File: src/rtl/alu_arbiter.sv
// Round-robin arbiter sharing one external ALU between the filter pipeline (port 0) and the control core (port 1).
// Optional macro ALU_MUL_MULTICYCLE_EN adds a MULW hold state so opcode 3'b010 can use a multicycle path.
//
// state | meaning
// ------+-----------------------------------------------------------------
// IDLE  | waiting for a request; the granted port sees ready combinationally
// EXEC  | latched operands and opcode are driven to the ALU for one cycle
// MULW  | multiply settle: operands held, down-counter runs to 0 (macro only)
// RESP  | result held on resp_* until the owning port takes it
module alu_arbiter #(
    parameter int DATA_W     = 32,
    parameter int MUL_CYCLES = 3
) (
    input  logic              clk,
    input  logic              rst_n,

    input  logic              req0_valid,
    output logic              req0_ready,
    input  logic [DATA_W-1:0] req0_a,
    input  logic [DATA_W-1:0] req0_b,
    input  logic [2:0]        req0_op,

    input  logic              req1_valid,
    output logic              req1_ready,
    input  logic [DATA_W-1:0] req1_a,
    input  logic [DATA_W-1:0] req1_b,
    input  logic [2:0]        req1_op,

    output logic              resp0_valid,
    input  logic              resp0_ready,
    output logic              resp1_valid,
    input  logic              resp1_ready,
    output logic [DATA_W-1:0] resp_data,
    output logic [2:0]        resp_flags,
    output logic              resp_err,
    output logic              busy,

    output logic [DATA_W-1:0] alu_a,
    output logic [DATA_W-1:0] alu_b,
    output logic [2:0]        alu_ctrl,
    input  logic [DATA_W-1:0] alu_out,
    input  logic              alu_c,
    input  logic              alu_z,
    input  logic              alu_n
);

    localparam logic [1:0] S_IDLE = 2'd0;
    localparam logic [1:0] S_EXEC = 2'd1;
    localparam logic [1:0] S_MULW = 2'd2;
    localparam logic [1:0] S_RESP = 2'd3;

    localparam logic [2:0] OP_MUL    = 3'b010;
    localparam logic [2:0] OP_MAX    = 3'b100;
    localparam logic [2:0] CTRL_IDLE = 3'b111;

    if (MUL_CYCLES < 1 || MUL_CYCLES > 15) begin : g_mul_cycles_range
        $error("alu_arbiter: MUL_CYCLES must be in 1..15");
    end

    logic [1:0]        r_state;
    logic [1:0]        w_state_nxt;
    logic              r_last_grant;
    logic              r_gnt;
    logic [DATA_W-1:0] r_a;
    logic [DATA_W-1:0] r_b;
    logic [2:0]        r_op;
    logic [DATA_W-1:0] r_data;
    logic [2:0]        r_flags;
    logic              r_err;

    logic              w_any_req;
    logic              w_sel;
    logic              w_take;
    logic              w_to_mulw;
    logic              w_capture;
    logic              w_owner_ready;
    logic              w_resp_done;

    // On a tie the port that did not win last time is chosen.
    always_comb begin
        w_any_req = req0_valid | req1_valid;
        w_sel     = (req0_valid & req1_valid) ? ~r_last_grant : req1_valid;
        w_take    = (r_state == S_IDLE) & w_any_req & rst_n;
    end

    assign req0_ready = w_take & ~w_sel;
    assign req1_ready = w_take &  w_sel;

    assign w_owner_ready = r_gnt ? resp1_ready : resp0_ready;
    assign w_resp_done   = (r_state == S_RESP) & w_owner_ready;

`ifdef ALU_MUL_MULTICYCLE_EN
    logic [3:0] r_cnt;

    assign w_to_mulw = (r_state == S_EXEC) && (r_op == OP_MUL);
    assign w_capture = ((r_state == S_EXEC) && !w_to_mulw) ||
                       ((r_state == S_MULW) && (r_cnt == 4'd0));

    always_ff @(posedge clk or negedge rst_n) begin
        if (!rst_n) begin
            r_cnt <= 4'd0;
        end else if (w_to_mulw) begin
            r_cnt <= 4'(MUL_CYCLES - 1);
        end else if ((r_state == S_MULW) && (r_cnt != 4'd0)) begin
            r_cnt <= r_cnt - 4'd1;
        end
    end
`else
    assign w_to_mulw = 1'b0;
    assign w_capture = (r_state == S_EXEC);
`endif

    always_comb begin
        w_state_nxt = r_state;
        case (r_state)
            S_IDLE:  if (w_take) w_state_nxt = S_EXEC;
            S_EXEC:  w_state_nxt = w_to_mulw ? S_MULW : S_RESP;
            S_MULW:  if (w_capture) w_state_nxt = S_RESP;
            S_RESP:  if (w_resp_done) w_state_nxt = S_IDLE;
            default: w_state_nxt = S_IDLE;
        endcase
    end

    always_ff @(posedge clk or negedge rst_n) begin
        if (!rst_n) begin
            r_state <= S_IDLE;
        end else begin
            r_state <= w_state_nxt;
        end
    end

    // last_grant resets to port 1 so port 0 wins the first tie.
    always_ff @(posedge clk or negedge rst_n) begin
        if (!rst_n) begin
            r_last_grant <= 1'b1;
            r_gnt        <= 1'b0;
            r_a          <= '0;
            r_b          <= '0;
            r_op         <= CTRL_IDLE;
        end else if (w_take) begin
            r_last_grant <= w_sel;
            r_gnt        <= w_sel;
            r_a          <= w_sel ? req1_a  : req0_a;
            r_b          <= w_sel ? req1_b  : req0_b;
            r_op         <= w_sel ? req1_op : req0_op;
        end
    end

    always_ff @(posedge clk or negedge rst_n) begin
        if (!rst_n) begin
            r_data  <= '0;
            r_flags <= 3'b000;
            r_err   <= 1'b0;
        end else if (w_capture) begin
            r_data  <= alu_out;
            r_flags <= {alu_c, alu_z, alu_n};
            r_err   <= (r_op > OP_MAX);
        end
    end

    assign alu_a    = r_a;
    assign alu_b    = r_b;
    assign alu_ctrl = ((r_state == S_EXEC) || (r_state == S_MULW)) ? r_op : CTRL_IDLE;

    assign resp0_valid = (r_state == S_RESP) & ~r_gnt;
    assign resp1_valid = (r_state == S_RESP) &  r_gnt;
    assign resp_data   = r_data;
    assign resp_flags  = r_flags;
    assign resp_err    = r_err;
    assign busy        = (r_state != S_IDLE);

endmodule

File: config.mk
export PLATFORM = sky130hd
export DESIGN_NAME = alu_arbiter
export DESIGN_NICKNAME = d
export VERILOG_FILES = /design/src/rtl/alu_arbiter.sv
export SDC_FILE = /design/constraint.sdc
export NUM_CORES = 1
export LEC_CHECK = 0
export CELL_PAD_IN_SITES_DETAIL_PLACEMENT = 0
export CELL_PAD_IN_SITES_GLOBAL_PLACEMENT = 1
export CORE_MARGIN = 1.5
export CORE_UTILIZATION = 25
export CTS_CLUSTER_SIZE = 24
export DETAILED_ROUTE_END_ITERATION = 6
export PLACE_DENSITY_LB_ADDON = 0.25
export SLEW_MARGIN = 20
export SYNTH_ARGS = -nofsm -noshare
export SYNTH_HDL_FRONTEND = slang
export SYNTH_SLANG_ARGS = --single-unit
File: constraint.sdc
create_clock -name clk -period 1.6 [get_ports clk]
set_input_delay 0.4 -clock clk [delete_from_list [all_inputs] [get_ports clk]]
set_output_delay 0.4 -clock clk [all_outputs]
set_load 0.01 [all_outputs]
# Word-level counts from Yosys, hierarchy flattened
# Index checks and enable logic that the tools add are counted.
dict set report op_classes {
  n_lt_le_gt_ge 1
  eq_ne 5
  mux 9
  bitwise 13
  reduce_logical 4
}
# op count
set op_table {}
lappend op_table {{2-to-1 mux 32 bit} 2}
lappend op_table {{bitwise AND 1 bit} 8}
lappend op_table {{2-to-1 mux 3 bit} 2}
lappend op_table {{one-hot mux 2 bit (3 select lines)} 1}
lappend op_table {{equality test 2 bit, second input constant} 2}
lappend op_table {{2-to-1 mux 2 bit} 2}
lappend op_table {{!= test 2 bit, second input constant} 2}
lappend op_table {{inverter 1 bit} 4}
lappend op_table {{> comparator 3 bit, second input constant} 1}
lappend op_table {{AND reduction 3 bit} 1}
lappend op_table {{equality test 2 x 1 -> 1 bit, second input constant} 1}
lappend op_table {{zero test 2 bit} 1}
lappend op_table {{2-to-1 mux 1 bit} 2}
lappend op_table {{nonzero test 2 bit} 1}
lappend op_table {{logical OR 1 bit} 1}
lappend op_table {{bitwise OR 1 bit} 1}
dict set report totals {
  regBits 107
  out_inout_bits 108
  wordCells 41
}

# Longest topological paths before layout
# Gate-level depths: netlist (run 1).
dict set report logic_depth {
  ltp_word 5
  ltp_mapped 7
  depth_no_buf 5
}

# Worst setup path before layout (run 1)
# OpenSTA, ideal clock, no wires.
dict set report synth_path {
  path_kind {flip-flop to flip-flop}
  startpoint {reg r_state[0]}
  endpoint {reg r_b[10], in the netlist alu_b[10]}
  setup_ns 0.126
  arrival_time_ns 1.539
  t_required_ns 1.474
  setup_slack_ns -0.065
  stages_incl_launch_ff 8
  path_buffers 2
  path_cell_list {dfrtp_1 -> inv_1 -> ha_1 -> o211ai_2 -> buf_6 -> buf_6 -> and2_0 -> a221o_1}
}
dict set report synth_via {
  elab_chain_cells 3
}
# element line
set synth_rtl {}
lappend synth_rtl {{from (decl)} 60} ;# logic [1:0] r_state;
lappend synth_rtl {{from (signal assigned)} 128} ;# r_state <= w_state_nxt;
lappend synth_rtl {{zero test 2 bit} 83} ;# w_take = (r_state == S_IDLE) & w_any_req & rst_n;
lappend synth_rtl {{bitwise AND 1 bit (2 in a row)} 83}
lappend synth_rtl {{to (signal assigned)} 144} ;# r_b <= w_sel ? req1_b : req0_b;
lappend synth_rtl {{to (decl)} 65} ;# logic [DATA_W-1:0] r_b;
# No other way between the ends.
# A chain may end at the register's enable or synchronous reset.

# Worst setup path after layout (run 1)
dict set report layout_path {
  startpoint {reg r_state[0]}
  endpoint {out req0_ready}
}
dict set report layout_via {
  elab_chain_cells 4
}
# element line
set layout_rtl {}
lappend layout_rtl {{zero test 2 bit} 83}
lappend layout_rtl {{bitwise AND 1 bit (2 in a row)} 83}
lappend layout_rtl {{bitwise AND 1 bit} 86} ;# assign req0_ready = w_take & ~w_sel;
lappend layout_rtl {{to (decl)} 18} ;# output logic req0_ready,
# No other way between the ends.

==> impl_metrics.env, run 1 <==
export IMPL_arrival_ns=1.34
export IMPL_first_global_vias=4215
export IMPL_die_w_um=138
export IMPL_worstMarginPinSlew_ns=0.894
export IMPL_num_antenna_cells=0
export IMPL_antenna_found_initial=0
export IMPL_num_vias=3939
export IMPL_synthesis_area_mm2=0.00454
export IMPL_clk_pin_slew_ns=0.08
export IMPL_min_path_type="input pin to asynchronous set/reset pin"
export IMPL_cts_root_buf="clkbuf_16"
export IMPL_nNetsFinal=809
export IMPL_totalPowerFinal_mw=13.6
export IMPL_drcViolationCount=0
export IMPL_fin_crit_sh=1.09
export IMPL_grt_pass1_wl_mm=22.4
export IMPL_num_rows=49
export IMPL_crit_path_start_kind="register"
export IMPL_boundaryPins=283
export IMPL_fin_ws_ns=-0.137
export IMPL_multi_input_area_mm2=0.00186
export IMPL_hold_viol=0
export IMPL_cts_tree="yes"
export IMPL_finalNonFillerCells=862
export IMPL_final_seq_area_mm2=0.00268
export IMPL_dp_hpwl_mm=10.9
export IMPL_p_leak_nw=3.66
export IMPL_grt_max_degree=72
export IMPL_cts_htree_levels=3
export IMPL_synth_seq_cells=107
export IMPL_ys_warn_count=0
export IMPL_via_per_inst=4.57
export IMPL_finClkSkew_ns=0.0115
export IMPL_numCtsBuffers=9
export IMPL_ant_nets=0
export IMPL_violations="setup timing"
export IMPL_worst_ep_required_time_ns=1.20
export IMPL_gp_congestion=0.741
export IMPL_first_pass_iters=4
export IMPL_crit_type="register to output pin"
export IMPL_grt_setup_unrepaired="true"
export IMPL_crit_path_end_kind="output pin"
export IMPL_most_common_layout_cells="173 x clkdlybuf4s50_1, 103 x dfrtp_1, 100 x dlygate4sd2_1"
export IMPL_start_util=0.254
export IMPL_wl_per_cell_um=17.3
export IMPL_holdBufCountCts=0
export IMPL_cp_max_fo=3
export IMPL_avgSynthCellArea_um2=13.7
export IMPL_grt_ovfl_total=0
export IMPL_max_slew_margin=0.404
export IMPL_synth_fp_nets=512
export IMPL_drtIter0Drc=117
export IMPL_vdd_drop_max_uv=666
export IMPL_nFillCells=1659
export IMPL_die_area_mm2=0.0190
export IMPL_cts_path_max_buffers=2
export IMPL_finalSetupViolCount=76
export IMPL_die_h_um=138
export IMPL_cts_sinks=107
export IMPL_insertion_delay_ns=0.35
export IMPL_slew_viol_final=0
export IMPL_dp_cells=841
export IMPL_grt_use_total=0.156
export IMPL_powerDensity_mw_per_mm2=1670
export IMPL_drt_total_wl_mm=14.9
export IMPL_io_buffers=282
export IMPL_drive_above_1_share=0.209
export IMPL_final_common_cell="clkdlybuf4s50_1"
export IMPL_yosysUniqueCellTypes=23
export IMPL_yosysSeqAreaShare=0.590
export IMPL_fmax_mhz=576
export IMPL_cap_violations=0
export IMPL_outcome="finished, violations left"
export IMPL_area_growth_pct=79.5
export IMPL_period_minus_slack_ns=1.74
export IMPL_syn_inst=331
export IMPL_core_area_mm2=0.0179
-- synth_stat cells --
| cell type | number | area share |
|---|---|---|
| ha_1 | 6 | 0.017 |
| dfstp_2 | 4 | 0.023 |
| nand2b_1 | 3 | 0.0041 |
| nor2b_1 | 1 | 0.0014 |
| buf_4 | 2 | 0.0033 |
| nand3_1 | 2 | 0.0022 |
| o211ai_2 | 1 | 0.0028 |
| mux2i_1 | 2 | 0.0044 |
| a21oi_2 | 2 | 0.0039 |
| inv_1 | 5 | 0.0041 |
| o211ai_1 | 1 | 0.0017 |
| dfrtp_1 | 103 | 0.57 |
| o21ai_0 | 1 | 0.0011 |
| a221o_1 | 67 | 0.15 |
| mux2_2 | 36 | 0.089 |
| and2_1 | 5 | 0.0069 |
| o21ai_1 | 1 | 0.0011 |
| a221oi_2 | 1 | 0.0033 |
| buf_6 | 2 | 0.0050 |
| and2_0 | 63 | 0.087 |
| buf_2 | 14 | 0.015 |
| a21o_1 | 2 | 0.0033 |
| clkbuf_1 | 7 | 0.0058 |
-- per-stage QoR --
stage | instance area [um2] | hold WS, ns | utilization | setup TNS (ns) | worst slack [ns]
after detailed placement | 7800 | 0.495 | 0.436 | -38.71 | -0.550
after floorplan | 4560 | 0.104 | - | 0 | 0.00561
final | 8160 | 0.276 | 0.456 | -7.23 | -0.137
after global placement | 7800 | 0.491 | 0.436 | -36.14 | -0.514
after CTS | 8080 | 0.291 | 0.451 | -10.70 | -0.185
after global routing | 8160 | 0.321 | 0.456 | -12.83 | -0.215
-- worst paths after layout --
| path | start | endpoint | slack, ns | depth (start not counted) |
|---|---|---|---|---|
| worst min register to register | resp_data[0] | resp_data[0] | 0.50 | 1 |
| max in group asynchronous | rst_n | resp_flags[0] | 0.71 | 2 |
| worst min-delay path | rst_n | alu_a[15] | 0.28 | 3 |
| min in group clk | resp_data[0] | resp_data[0] | 0.50 | 1 |
| worst max-delay path | r_state[0] | req0_ready | -0.14 | 5 |
| worst max register to register | r_state[0] | alu_a[25] | -0.13 | 8 |
-- report_power, final --
group | switching, mW | internal [mW]
combinational | 2.69 | 3.96
sequential | 0.634 | 4.02
clock | 1.00 | 1.31
-- area by class of cell --
class | instances | area share
clock inverter | 3 | 0.00568
tap | 229 | 0.0351
timing repair buffer | 311 | 0.368
multi-input combinational | 194 | 0.228
clock buffer | 13 | 0.0319
sequential | 107 | 0.329
inverter | 5 | 0.00230
-- layer usage --
layer	wire length [um]	GRT usage	part of all wire	up-vias
li1	-	-	-	1832
met1	5850	0.182	0.39	1900
met2	7280	0.257	0.49	182
met3	1410	0.0611	0.095	25
met4	360	0.0608	0.024	0
met5	0	0	0	-
-- logic make-up after synthesis --
logic type                 share of synthesized area
muxes                                         0.0936
adders and majority gates                     0.0165
and+or+nand+nor                                0.101
DFF                                            0.590
AOI/OAI and AO/OA                              0.165
buffers and inverters                         0.0336
-- critical path: stages (launching register included) --
cell     delay, ns
dfrtp_1       0.39
inv_2         0.08
ha_4          0.17
nand3_2       0.08
a21oi_4       0.14
buf_6         0.13
-- sequential cells by signal, summed over array words and instances (netlist names) --
register,flops
alu_a,32
alu_b,32
r_gnt,1
r_last_grant,1
r_op,3
r_state,2
resp_data,32
resp_err,1
resp_flags,3
-- timing repair --
item | in CTS | in global routing
setup endpoints to repair | 176 | 77
gates resized for setup | 163 | 35
pin swaps | 9 | 3
cloned | 1 | 0
buffers inserted | 3 | 1
Power figures use the tool's default switching activity.
==> inputs of run 2 (changes only) <==
- ABC_AREA: not set -> 1
- CORE_UTILIZATION: 25 -> 24
==> impl_metrics.env, run 2 <==
export IMPL_wl_per_cell_um=15.1
export IMPL_grt_met3_usage=0.0588
export IMPL_nFillCells=1826
export IMPL_finalSetupViolCount=75
export IMPL_yosysMostFrequentCell="nand2_1"
export IMPL_area_growth_pct=74.1
export IMPL_ys_async_sr_fraction=1.00
export IMPL_worstMarginPinSlew_ns=0.666
export IMPL_seq_power_share=0.360
export IMPL_numCtsBuffers=9
export IMPL_num_vias=4427
export IMPL_worst_path_largest_cell_delay_ns=0.40
export IMPL_cts_sinks=107
export IMPL_first_global_vias=4710
export IMPL_grt_max_degree=69
export IMPL_drtIter0Drc=127
export IMPL_cts_path_max_buffers=2
export IMPL_grt_pass1_wl_mm=24.1
export IMPL_final_common_cell="nand2_1"
export IMPL_period_minus_slack_ns=1.81
export IMPL_via_per_inst=4.36
export IMPL_clk_pin_slew_ns=0.08
export IMPL_cts_htree_levels=3
export IMPL_rrSetupSlack_ns=-0.12
export IMPL_fin_crit_sh=1.13
export IMPL_num_rows=50
export IMPL_start_util=0.245
export IMPL_synth_cells_most_frequent="218 x nand2_1, 103 x dfrtp_1, 72 x nand3_1"
export IMPL_drt_total_wl_mm=15.4
export IMPL_cap_violations=0
export IMPL_syn_inst=490
export IMPL_grt_util_met1=0.172
export IMPL_r2r_start="r_state[1]"
export IMPL_min_path_type="input pin to asynchronous set/reset pin"
export IMPL_combPwrFrac=0.472
export IMPL_fmax_mhz=552
export IMPL_swShare=0.359
export IMPL_die_area_mm2=0.0199
export IMPL_synth_top_area_share=0.562
export IMPL_nNetsFinal=957
export IMPL_yosysUniqueCellTypes=20
export IMPL_synth_seq_cells=107
export IMPL_cell_internal_pwr_mw=8.40
export IMPL_avgSynthCellArea_um2=9.36
export IMPL_max_slew_margin=0.556
export IMPL_worstPathCellList="inv_2 > ha_4 > nand2_4 > inv_2 > nand2_4 > nor2_4 > buf_6"
export IMPL_drive_above_1_share=0.127
export IMPL_ys_warn_count=0
export IMPL_antenna_found_initial=0
export IMPL_ys_flop_type="dfrtp_1"
export IMPL_slew_viol_final=0
export IMPL_hold_viol=0
export IMPL_grt_setup_unrepaired="true"
export IMPL_vdd_drop_max_uv=656
export IMPL_first_pass_iters=4
export IMPL_dp_hpwl_mm=11.1
export IMPL_dp_slack_ns=-0.687
export IMPL_synth_fp_nets=671
export IMPL_powerDensity_mw_per_mm2=1640
export IMPL_arrival_ns=1.41
export IMPL_path_delay_family="flip-flops"
export IMPL_outcome="finished, violations left"
export IMPL_yosysTopAreaCell="dfrtp_1"
export IMPL_crit_path_end_kind="output pin"
export IMPL_num_antenna_cells=0
export IMPL_r2r_end="alu_a[30]"
export IMPL_cp_slowest_cell="dfrtp_1"
export IMPL_yosysSeqAreaShare=0.585
export IMPL_stdcell_area_mm2=0.00798
export IMPL_crit_path_start_kind="register"
export IMPL_fin_ws_ns=-0.210
export IMPL_die_h_um=141
export IMPL_ys_top_cells_by_area="dfrtp_1 56%, nand2_1 18%, mux2_2 8.6%, nand3_1 7.9%, dfstp_2 2.3%"
export IMPL_totalPowerFinal_mw=13.1
export IMPL_finClkSkew_ns=0.00593
export IMPL_cts_tree="yes"
export IMPL_most_common_layout_cells="213 x nand2_1, 173 x clkdlybuf4s50_1, 103 x dfrtp_1"
export IMPL_cp_max_fo=2
export IMPL_core_area_mm2=0.0187
export IMPL_use_met2=0.270
export IMPL_grt_use_total=0.155
export IMPL_drcViolationCount=0
export IMPL_placed_area_mm2=0.00772
export IMPL_cts_root_buf="clkbuf_16"
export IMPL_violations="setup timing"
export IMPL_clock_power_share=0.168
export IMPL_synthesis_area_mm2=0.00459
export IMPL_die_w_um=141
export IMPL_synth_edf_count=0
export IMPL_ant_nets=0
export IMPL_p_sw_mw=4.70
export IMPL_io_buffers=282
export IMPL_top_usage_layer="met2"
export IMPL_worst_ep_required_time_ns=1.20
export IMPL_gp_congestion=0.721
export IMPL_insertion_delay_ns=0.35
export IMPL_grt_ovfl_total=0
export IMPL_p_leak_nw=3.73
export IMPL_crit_type="register to output pin"
export IMPL_final_util=0.427
export IMPL_rr_worst_depth=9
export IMPL_holdBufCountCts=0
export IMPL_path_buf_inv=3
export IMPL_boundaryPins=283
run 2: worst max path at each step:
| stage | endpoint | depth (start not counted) | slack, ns | start |
|---|---|---|---|---|
| final | req0_ready | 7 | -0.21 | r_state[1] |
| after global routing | req0_ready | 7 | -0.28 | r_state[1] |
| after CTS | req1_ready | 6 | -0.23 | r_state[1] |
| after floorplan | req0_ready | 7 | 0.001 | r_state[0] |
| after detailed placement | alu_a[30] | 8 | -0.69 | req0_valid |
| after global placement | req0_ready | 6 | -0.66 | req0_valid |
run 2: cell families after synthesis:
group                    synth area share
AND/OR/NAND/NOR                     0.265
flip-flops                          0.585
buffers and inverters              0.0428
multiplexers                       0.0859
adder cells (fa/ha/maj)            0.0164
AO/OA/AOI/OAI                     0.00491
run 2: layer usage:
metal,up-vias,share of wire
met2,199,0.48
met3,16,0.11
met4,0,0.019
met5,-,0
li1,2136,-
met1,2076,0.39
run 2: final cells by class:
| cell class | instances | area [um2] | share of cell area |
|---|---|---|---|
| repair buffers | 300 | 2880 | 0.361 |
| clock buffers | 9 | 225 | 0.0282 |
| inverters | 17 | 63.8 | 0.00799 |
| flip-flops and latches | 107 | 2680 | 0.336 |
| well taps | 234 | 293 | 0.0367 |
| clock inverters | 7 | 61.3 | 0.00768 |
| multi-input cells | 341 | 1770 | 0.222 |
run 2: metrics by stage:
stage	setup TNS [ns]	std cells	hold WS [ns]
floorplan	0	490	0.104
global placement	-61.26	998	0.479
detailed placement	-66.28	998	0.480
CTS	-8.40	1015	0.159
global route	-13.93	1015	0.197
finish	-4.50	1015	0.141
run 2: power by group through the flow:
stage | registers (mW) | logic [mW] | clock network, mW
6_report | 4.72 | 6.19 | 2.20
5_1_grt | 4.87 | 6.79 | 2.40
4_1_cts | 4.73 | 6.29 | 2.31
3_5_place_dp | 4.81 | 6.95 | 0
3_3_place_gp | 4.77 | 6.86 | 0
2_1_floorplan | 5.35 | 2.32 | 0
run 2: worst reg2reg max path: stages, from the launching register on:
cell	delay (ns)
dfrtp_1	0.40
inv_2	0.09
ha_4	0.15
nand2_4	0.06
inv_2	0.07
nand2_4	0.06
nor2_4	0.11
clkbuf_8	0.43
nand2_1	0.19
nand3_1	0.10
run 2: timing repair:
item,CTS,global route
setup buffers,2,0
endpoints found under the setup margin,179,139
pin swaps,5,1
gates resized for setup,157,8
